[config.mk]
export PLATFORM = sky130hd
export DESIGN_NAME = replay_demux
export DESIGN_NICKNAME = d
export VERILOG_FILES = /design/src/rtl/replay_demux.sv
export SDC_FILE = /design/constraint.sdc
export NUM_CORES = 1
export LEC_CHECK = 0
export ABC_AREA = 1
export BUFFER_PORTS_ARGS = -buffer_cell sky130_fd_sc_hd__buf_4
export CAP_MARGIN = 30
export CELL_PAD_IN_SITES_DETAIL_PLACEMENT = 2
export CELL_PAD_IN_SITES_GLOBAL_PLACEMENT = 2
export CORE_MARGIN = 5
export CORE_UTILIZATION = 37
export CTS_CLUSTER_SIZE = 30
export DETAILED_ROUTE_END_ITERATION = 10
export GPL_ROUTABILITY_DRIVEN = 1
export HOLD_SLACK_MARGIN = 0.03
export PLACE_DENSITY = 0.79
export SLEW_MARGIN = 30
export SYNTH_ARGS = -nofsm -noshare
export SYNTH_HDL_FRONTEND = slang
export SYNTH_SLANG_ARGS = --single-unit
[constraint.sdc]
create_clock -name clk -period 1.9 [get_ports clk]
set_clock_uncertainty 0.15 [all_clocks]
set_input_delay 0.38 -clock clk [delete_from_list [all_inputs] [get_ports clk]]
set_output_delay 0.38 -clock clk [all_outputs]
set_load 0.01 [all_outputs]
[src/rtl/replay_demux.sv]
// ============================================================================
// Module  : replay_demux
// Purpose : Captures one gamma window of serial spike slots into a ping-pong
//           bank and replays it as NUM_INPUTS parallel lines one window later.
// Rev     : 1.0  initial release
// ============================================================================
`default_nettype none

module replay_demux #(
  parameter int NUM_INPUTS = 2,
  parameter int STEPS      = 8
) (
  input  logic                  clk,
  input  logic                  rst,
  input  logic                  grst,
  input  logic                  data_in,
  output logic [NUM_INPUTS-1:0] data_out,
  output logic                  frame_valid,
  output logic                  overrun
);

  localparam int SLOTS  = NUM_INPUTS * STEPS;
  localparam int CH_W   = (NUM_INPUTS > 1) ? $clog2(NUM_INPUTS) : 1;
  localparam int STEP_W = (STEPS > 1) ? $clog2(STEPS) : 1;

  localparam logic [CH_W-1:0]   c_last_ch   = CH_W'(NUM_INPUTS - 1);
  localparam logic [STEP_W-1:0] c_last_step = STEP_W'(STEPS - 1);
  localparam logic [CH_W-1:0]   c_second_ch = CH_W'(1);

  typedef enum logic [1:0] {
    S_IDLE  = 2'd0,
    S_PRIME = 2'd1,
    S_RUN   = 2'd2
  } state_t;

  state_t r_state;
  state_t w_state_nxt;

  logic r_grst_d;
  logic w_b_edge;
  logic w_active;

  // Two banks, each indexed [step][channel]; serial slot k lands at
  // [k / NUM_INPUTS][k % NUM_INPUTS].
  logic [STEPS-1:0][NUM_INPUTS-1:0] r_bank [2];

  logic              r_wr_bank;
  logic              w_wr_nxt;
  logic [CH_W-1:0]   r_wr_ch;
  logic [STEP_W-1:0] r_wr_step;
  logic              r_wr_full;

  logic              r_rd_bank;
  logic [CH_W-1:0]   r_rd_ch;
  logic [STEP_W-1:0] r_rd_step;
  logic              r_rd_done;

  logic [NUM_INPUTS-1:0] r_data_out;
  logic                  r_frame_valid;
  logic                  r_overrun;

  assign w_b_edge    = grst & ~r_grst_d;
  assign w_active    = (r_state != S_IDLE);
  assign w_wr_nxt    = ~r_wr_bank;

  assign data_out    = r_data_out;
  assign frame_valid = r_frame_valid;
  assign overrun     = r_overrun;

  // grst_d resets high so a grst already asserted at release is not an edge.
  always_ff @(posedge clk or negedge rst) begin
    if (!rst) begin
      r_grst_d <= 1'b1;
      r_state  <= S_IDLE;
    end else begin
      r_grst_d <= grst;
      r_state  <= w_state_nxt;
    end
  end

  always_comb begin
    w_state_nxt = r_state;
    case (r_state)
      S_IDLE:  if (w_b_edge) w_state_nxt = S_PRIME;
      S_PRIME: if (w_b_edge) w_state_nxt = S_RUN;
      S_RUN:   w_state_nxt = S_RUN;
      default: w_state_nxt = S_IDLE;
    endcase
  end

  // Capture side: the bank entered at a boundary is wiped so a short window
  // leaves its uncaptured slots at zero.
  always_ff @(posedge clk or negedge rst) begin
    if (!rst) begin
      r_bank[0] <= '0;
      r_bank[1] <= '0;
      r_wr_bank <= 1'b0;
      r_wr_ch   <= '0;
      r_wr_step <= '0;
      r_wr_full <= 1'b1;
      r_overrun <= 1'b0;
    end else begin
      r_overrun <= 1'b0;
      if (w_b_edge) begin
        r_wr_bank           <= w_wr_nxt;
        r_bank[w_wr_nxt]    <= '0;
        r_bank[w_wr_nxt][0] <= NUM_INPUTS'(data_in);
        r_wr_ch             <= c_second_ch;
        r_wr_step           <= '0;
        r_wr_full           <= 1'b0;
      end else if (w_active) begin
        if (!r_wr_full) begin
          r_bank[r_wr_bank][r_wr_step][r_wr_ch] <= data_in;
          if (r_wr_ch == c_last_ch) begin
            r_wr_ch <= '0;
            if (r_wr_step == c_last_step) begin
              r_wr_full <= 1'b1;
            end else begin
              r_wr_step <= r_wr_step + 1'b1;
            end
          end else begin
            r_wr_ch <= r_wr_ch + 1'b1;
          end
        end else begin
          r_overrun <= data_in;
        end
      end
    end
  end

  // Replay side: at a boundary the just-completed write bank is read directly
  // for step 0, so the replay starts on the boundary edge itself.
  always_ff @(posedge clk or negedge rst) begin
    if (!rst) begin
      r_rd_bank     <= 1'b0;
      r_rd_ch       <= '0;
      r_rd_step     <= '0;
      r_rd_done     <= 1'b1;
      r_data_out    <= '0;
      r_frame_valid <= 1'b0;
    end else if (w_b_edge && w_active) begin
      r_rd_bank     <= r_wr_bank;
      r_data_out    <= r_bank[r_wr_bank][0];
      r_frame_valid <= 1'b1;
      r_rd_ch       <= c_second_ch;
      r_rd_step     <= '0;
      r_rd_done     <= 1'b0;
    end else if ((r_state == S_RUN) && !r_rd_done) begin
      r_data_out    <= r_bank[r_rd_bank][r_rd_step];
      r_frame_valid <= 1'b1;
      if (r_rd_ch == c_last_ch) begin
        r_rd_ch <= '0;
        if (r_rd_step == c_last_step) begin
          r_rd_done <= 1'b1;
        end else begin
          r_rd_step <= r_rd_step + 1'b1;
        end
      end else begin
        r_rd_ch <= r_rd_ch + 1'b1;
      end
    end else begin
      r_data_out    <= '0;
      r_frame_valid <= 1'b0;
    end
  end

endmodule

`default_nettype wire

==> impl_results.md, run 1 <==
- Final hold slack: around 0.20 ns
- Worst Path Buf+Inv: 2
- DRT Pass-1 Iters: 4
- Vias per inst: approximately 5.3
- Min Tclk post-route: roughly 1.8 ns
- Mux share of post-synthesis cell area: 0%
- Status: finished clean
- Max incr delay on CP: 0.36 ns
- Mapped Area: approximately 0.0028 mm^2
- Clock buffer depth: 2
- Adder-cell area share of the yosys netlist: about 3.2%
- Tot Pwr: 4.42 mW
- Num CTS Buffers: 5
- Syn nets: 374
- CP Capture Type: register
- Area grow syn2layout: 12.9%
- Initial Util: a little under two fifths
- Final Instance Count excl. Fillers: roughly 480
- RSZ-0062 raised after global routing: no
- Seq/Total Area, Yosys: 46.3%
- Max Cap Violations: 0
- Fill count: slightly below 900
- Count of final max-slew check failures: 0
- R2R Setup Slk: ~0.13 ns
- Core area: about 0.0073 mm^2
- Placed cell count: 467
- DRT Wirelength: between 8000 and 9000 um
- VDD IR-drop max: ~0.72 mV
- Final instance area: between 0.003 and 0.004 mm^2
- RD Place Congestion: between 0.8 and 0.9
- Gr usage total: between 20% and 30%
- # rows: 31
- Buffers on Ports: 7
- Placed instance area: 0.00297 mm^2
- Ports: 8
- Largest family of logic cells by synthesized area: simple AND/OR/NAND/NOR gates
- Post-Syn Instances: ~360
- Via count: about 2500
- Number of global-route vias before repair: about 2800
- CP cell instances: inv_1 -> ha_2 -> nor2_4 -> inv_4 -> nor2_8 -> nand2_4 -> or2_1 -> nand3_1 -> o21ai_1
- TNS Setup: 0 ns
- Layout cells sized above 1: 11.9%
- Min-delay worst type: primary input to register
- Initial antenna violation count: 0
- Worst slew pin tran: 0.671 ns
- Pwr/cell area: roughly 1400 mW/mm^2
- Compound-Gate Fraction of Synth Area: between 10% and 20%
- Top delay family on crit path: simple AND/OR/NAND/NOR gates
- Critical path type: register to register
- Final Cycle Share: between 90% and 100%
- Mean post-synth cell area: about 7.6 um^2
- Fin worst setup slack: between 0.1 and 0.15 ns
- DIE HEIGHT: a little under 100 um
- Clock transition at path regs: 0.10 ns
- Die W: just under 100 um
- Iteration-0 DRC Markers: between 50 and 60
- H-tree depth: 2
- Nets@finish: just under 400
- Synth Area in XOR/XNOR: less than 1%
- Crit Path Max Fanout: 6
- Leak Pwr: 1.44 nW
- Total gr overflow: 0
- Post-DRT Antenna Nets: 0
- Required @ worst endpoint: approximately 2.0 ns
- Antenna cells: 0
- CTS Root Buffer Type: clkbuf_8
- Yosys warning count: 0
- Clock Latency Late Sink: between 0.3 and 0.4 ns
- Placement Setup Slack: ~0.066 ns
- Slowest-stage cell, CP: dfrtp_1
- DR WL/cell: between 15 and 20 um
- CTS tree: built
- Core Util, Final: a little over two fifths
- HPWL after detailed placement: around 6400 um
- Pin count of the biggest net entering global routing: 52
- Die outline area: a little over 0.009 mm^2
- Post-Synth Simple-Gate Area: a little under a third
- Startpoint Class: register
- # DRC: 0
- Arrival @ worst endpoint: ~1.8 ns
- F_max: 0.564 GHz
- Final setup fails: 0
- Yosys reg bits: 51
- Final-report hold violation count: 0
- Yosys cell types: 28
- Rel. slew slack: approximately 55%
- CTS sink count: 51
- First-pass GRT wire length: 14100 um
==> state kept, by name (all words and copies together), names as in the netlist, named ones only <==
signal,cells
r_rd_step,3
r_wr_ch,1
r_wr_bank,1
r_state,2
frame_valid,1
r_grst_d,1
r_wr_full,1
overrun,1
r_rd_ch,1
r_rd_done,1
r_rd_bank,1
data_out,2
r_wr_step,3
r_bank,30
==> metal layers <==
layer  up-vias  wire, um  track usage, %
met5         -         0               0
met4         0       120            5.49
met3         9       116            2.56
met2        21      4200            34.4
met1      1283      4140            26.9
li1       1221         -               -
==> tightest hold or removal path, stage by stage <==
cell and delay [ns]:
buf_4 0.13, nand2_1 0.06, o21ai_0 0.06
==> worst paths after layout <==
check,start,endpoint,cells after the start
min in group asynchronous,rst,r_bank[15],2
min reg2reg,r_rd_done,r_rd_done,2
min,data_in,r_bank[19],3
max in group asynchronous,rst,r_bank[29],2
max reg2reg,r_state[0],r_bank[30],9
max,r_state[0],r_bank[30],9
==> repair_timing <==
action | CTS | global route
endpoints found under the hold margin | 49 | 0
setup endpoints to repair | 0 | 22
hold buffers | 2 | 0
resized for setup | 0 | 5
buffers inserted | 0 | 1
==> cell usage in the layout, fill, tap and decap left out, types with 2 or more instances in the layout <==
cell type and count:
nand2_1 97, nand3_1 58, dfrtp_1 48, inv_1 34
o21ai_0 34, nor2_1 20, buf_4 19, o21ai_1 12
ha_1 6, clkbuf_8 6, a21oi_1 5, inv_2 4
o22ai_1 4, nand2_2 3, inv_4 3, o211ai_1 3
dfstp_2 3, nor3_1 2, nand4_1 2, nand3b_1 2
or2_1 2, dlygate4sd3_1 2
==> cells by family (layout without fill, tap and decap cells) <==
kind of cell    count (synthesis)  in the layout
compound gates                 60             60
fa+ha+maj                       7              7
simple gates                  190            190
xor+xnor                        1              1
flops                          51             51
buf+inv                        54             70
==> synth_stat cells <==
master	n	area, um^2
nor2_8	1	20.0
inv_1	34	128
nand2_2	1	6.26
o21ai_0	34	170
dfstp_2	3	78.8
o21ai_1	12	60.1
clkbuf_1	4	15.0
nor2_4	1	11.3
o31ai_1	1	7.51
nor2_1	20	75.1
nor4_1	1	6.26
o22ai_1	4	25.0
nand3b_1	2	15.0
nand3_1	58	290
a21oi_1	5	25.0
nor3_1	2	10.0
inv_4	1	6.26
ha_1	7	87.6
inv_2	6	22.5
nand2_1	99	372
dfrtp_1	48	1200
o211ai_1	3	22.5
or2_1	2	12.5
buf_2	9	45.0
o31ai_4	1	21.3
nand4_1	2	12.5
xor2_1	1	8.76
nand2_4	1	11.3
==> cell type report <==
cell class / count / area [um^2] / share of cell area (%)
Sequential cell: 51 / 1280 / 41.0
Multi-Input combinational cell: 258 / 1280 / 40.9
Timing Repair Buffer: 21 / 163 / 5.21
Inverter: 41 / 161 / 5.17
Tap cell: 99 / 124 / 3.97
Clock buffer: 6 / 82.6 / 2.64
Clock inverter: 2 / 35.0 / 1.12
==> power by group <==
group | internal (mW) | switching [mW]
Sequential | 1.39 | 0.276
Clock | 0.427 | 0.389
Combinational | 0.656 | 1.28
Total | 2.47 | 1.95
No activity file was read; power rests on OpenSTA's default activity.
==> run 2, diff against run 1 <==
Settings changed: ABC_AREA 1 to not set, CORE_UTILIZATION 37 to 42, GPL_TIMING_DRIVEN set to 0.
==> run 2 against run 1 <==
Effect of this change:
- the run now ends with negative setup slack left
- final cell count shrank 26%
- area after synthesis shrank 1.7%
- flip-flop and latch count is the same
- sequential share of layout area shrank 1.7 points
- register-to-register slack lost 0.28 ns
- critical path depth shrank 4
- via count shrank 14%
- largest power group unchanged
==> impl_results.md, run 2 <==
- Status: finished with violations (was finished clean)
- Failing checks: negative setup slack
- Total gr overflow: 0 (unchanged)
- Antenna cells: 0 (unchanged)
- Yosys warning count: 0 (unchanged)
- Final setup fails: 3 (was 0)
- Yosys top cell area share: 44.2% (was 43.4%)
- Critical path type: register to register (unchanged)
- Yosys cell types: 46 (was 28)
- Largest Register: r_bank (unchanged)
- Mapped Area: 0.00272 mm^2 (was 0.00277 mm^2)
- CTS Root Buffer Type: clkbuf_8 (unchanged)
- Layout cells sized above 1: 29.4% (was 11.9%)
- TNS Setup: -0.322 ns (was 0 ns)
- Post-Syn Instances: 251 (was 363)
- Initial Util: 43.1% (was 38.1%)
- Area grow syn2layout: 19.9% (was 12.9%)
- CTS tree: built (unchanged)
- HPWL after detailed placement: 5370 um (was 6400 um)
- DR WL/cell: 24.0 um (was 17.9 um)
- Final instance area: 0.00326 mm^2 (was 0.00312 mm^2)
- Final Cycle Share: 108% (was 93.3%)
- First-pass GRT wire length: 13700 um (was 14100 um)
- Regs by FF count: r_bank: 30 flops, r_rd_step: 3 flops, r_wr_step: 3 flops (unchanged)
- Final Instance Count excl. Fillers: 356 (was 478)
- Syn nets: 262 (was 374)
- Count of final max-slew check failures: 0 (unchanged)
- Async S/R FF share, synth: 100% (unchanged)
- Most numerous cell in the Yosys netlist: dfrtp_1 (was nand2_1)
- Core Util, Final: 51.6% (was 43.1%)
- # DRC: 0 (unchanged)
- Max Cap Violations: 0 (unchanged)
- Storage cell area: 0.00128 mm^2 (unchanged)
- Number of global-route vias before repair: 2410 (was 2767)
- Post-synth top cells: dfrtp_1 (48), nand2_1 (43), mux2i_1 (20) (was nand2_1 (99), nand3_1 (58), dfrtp_1 (48))
- Ports: 8 (unchanged)
- VDD IR-drop max: 0.715 mV (was 0.716 mV)
- Vias per inst: 6.13 (was 5.30)
- Pwr/cell area: 1390 mW/mm^2 (was 1420 mW/mm^2)
- Most frequent cells in the layout: dfrtp_1 (48), nand2_1 (38), mux2i_1 (20) (was nand2_1 (97), nand3_1 (58), dfrtp_1 (48))
- Placed cell count: 335 (was 467)
- Clock buffer depth: 2 (unchanged)
- Startpoint Class: register (unchanged)
- RD Place Congestion: 0.816 (was 0.807)
- CP Capture Type: register (unchanged)
- Leak Pwr: 1.45 nW (was 1.44 nW)
- Crit Path Max Fanout: 5 (was 6)
- Area contributors post-synth: dfrtp_1 (44%), mux2i_1 (7.4%), nand2_1 (5.9%) (was dfrtp_1 (43%), nand2_1 (13%), nand3_1 (10%))
- DIE HEIGHT: 90.5 um (was 96.5 um)
- Arrival @ worst endpoint: 2.12 ns (was 1.82 ns)
- Min-delay worst type: primary input to register (unchanged)
- Worst slew pin tran: 0.697 ns (was 0.671 ns)
- Largest area contributor in the netlist: dfrtp_1 (unchanged)
- Placement Setup Slack: -0.469 ns (was 0.0659 ns)
- Iteration-0 DRC Markers: 82 (was 57)
- Placed instance area: 0.00288 mm^2 (was 0.00297 mm^2)
- Fin worst setup slack: -0.157 ns (was 0.127 ns)
- Clock Latency Late Sink: 0.32 ns (was 0.31 ns)
- Nets@finish: 289 (was 389)
- H-tree depth: 2 (unchanged)
- Via count: 2181 (was 2534)
- Rel. slew slack: 53.5% (was 55.3%)
- # rows: 29 (was 31)
- Min Tclk post-route: 2.06 ns (was 1.77 ns)
- Commonest non-fill, non-tap cell in the layout: dfrtp_1 (was nand2_1)
- Mean post-synth cell area: 10.8 um^2 (was 7.62 um^2)
- RSZ-0062 raised after global routing: yes (was no)
- Clock transition at path regs: 0.10 ns (about the same)
- Yosys reg bits: 51 (unchanged)
- Die W: 90.5 um (was 96.5 um)
- Footprint of the multi-input gates: 0.00149 mm^2 (was 0.00128 mm^2)
- Gr usage total: 21.2% (was 20.2%)
- Initial antenna violation count: 0 (unchanged)
- F_max: 0.486 GHz (was 0.564 GHz)
- Max reg flops: 30 (unchanged)
- Final-report hold violation count: 0 (unchanged)
- Required @ worst endpoint: 1.96 ns (was 1.95 ns)
- Buffers on Ports: 7 (unchanged)
- Core area: 0.00631 mm^2 (was 0.00725 mm^2)
- EDFF count, synth: 0 (unchanged)
- Num CTS Buffers: 5 (unchanged)
- DRT Pass-1 Iters: 4 (unchanged)
- Post-DRT Antenna Nets: 0 (unchanged)
- CTS sink count: 51 (unchanged)
- Ys flop type: dfrtp_1 (unchanged)
- Seq/Total Area, Yosys: 47.1% (was 46.3%)
- Die outline area: 0.00819 mm^2 (was 0.00931 mm^2)
- Fill count: 654 (was 891)
- Pin count of the biggest net entering global routing: 52 (unchanged)
- DRT Wirelength: 8540 um (was 8580 um)
-- run 2: power breakdown --
| group | internal (mW) | switching, mW | leakage (nW) | total (mW) |
|---|---|---|---|---|
| Combinational | 1.02 | 1.25 | 0.739 | 2.27 |
| Clock | 0.257 | 0.396 | 0.0402 | 0.653 |
| Sequential | 1.36 | 0.249 | 0.673 | 1.61 |
| Total | 2.63 | 1.89 | 1.45 | 4.53 |
-- run 2: critical path: stages, from the launching register on --
cell and delay, ns:
dfrtp_1 0.42, buf_6 0.18, mux4_2 0.56, mux4_2 0.52
nand3_2 0.08, o21ai_2 0.05
-- run 2: worst paths after layout --
kind / cells past startpoint / to / slack, ns / startpoint
max: 5 / data_out[1] / -0.16 / r_rd_step[1]
min: 1 / r_grst_d / 0.05 / grst
max reg2reg: 5 / data_out[1] / -0.16 / r_rd_step[1]
min reg2reg: 2 / overrun / 0.38 / r_wr_full
max in group asynchronous: 2 / r_state[1] / 0.64 / rst
min in group asynchronous: 2 / r_wr_step[2] / 0.49 / rst
-- run 2: logic make-up after synthesis --
logic type / Yosys count / synth area share (%)
flops: 51 / 47.1
xor+xnor: 4 / 1.29
mux: 33 / 17.3
compound gates: 40 / 10.7
simple gates: 94 / 16.9
buf+inv: 22 / 3.50
fa+ha+maj: 7 / 3.22
-- run 2: cell type report --
cell class                 count  area share, %
multi-input combinational    178           45.7
buffer                        15           2.95
clock inverter                 3          0.614
sequential                    51           39.3
inverter                       5          0.576
tap                           77           2.95
clock buffer                   5           2.11
timing repair buffer          22           5.87
-- run 2: metal layers --
metal  vias up  part of all wire, %  routed length (um)  global-route usage (%)
met5         -                    0                   0                       0
met4         0                  1.1                  91                    3.35
met3         9                  1.8                 156                    3.42
met2        28                   53                4500                    37.3
met1      1180                   44                3800                    27.7
li1        964                    -                   -                       -
-- run 2: metrics by stage --
stage / hold WS [ns] / total power, mW
floorplan: -0.0656 / 2.80
global placement: 0.313 / 3.25
detailed placement: 0.319 / 3.36
CTS: 0.0314 / 4.28
global route: 0.0322 / 4.80
finish: 0.0496 / 4.53
-- run 2: repair_timing --
action,CTS,global route
hold endpoints to repair,48,0
hold buffers,1,0
resized for setup,25,32
setup endpoints to repair,42,33
gates cloned,1,0
setup buffers,9,4
pin swaps,9,10
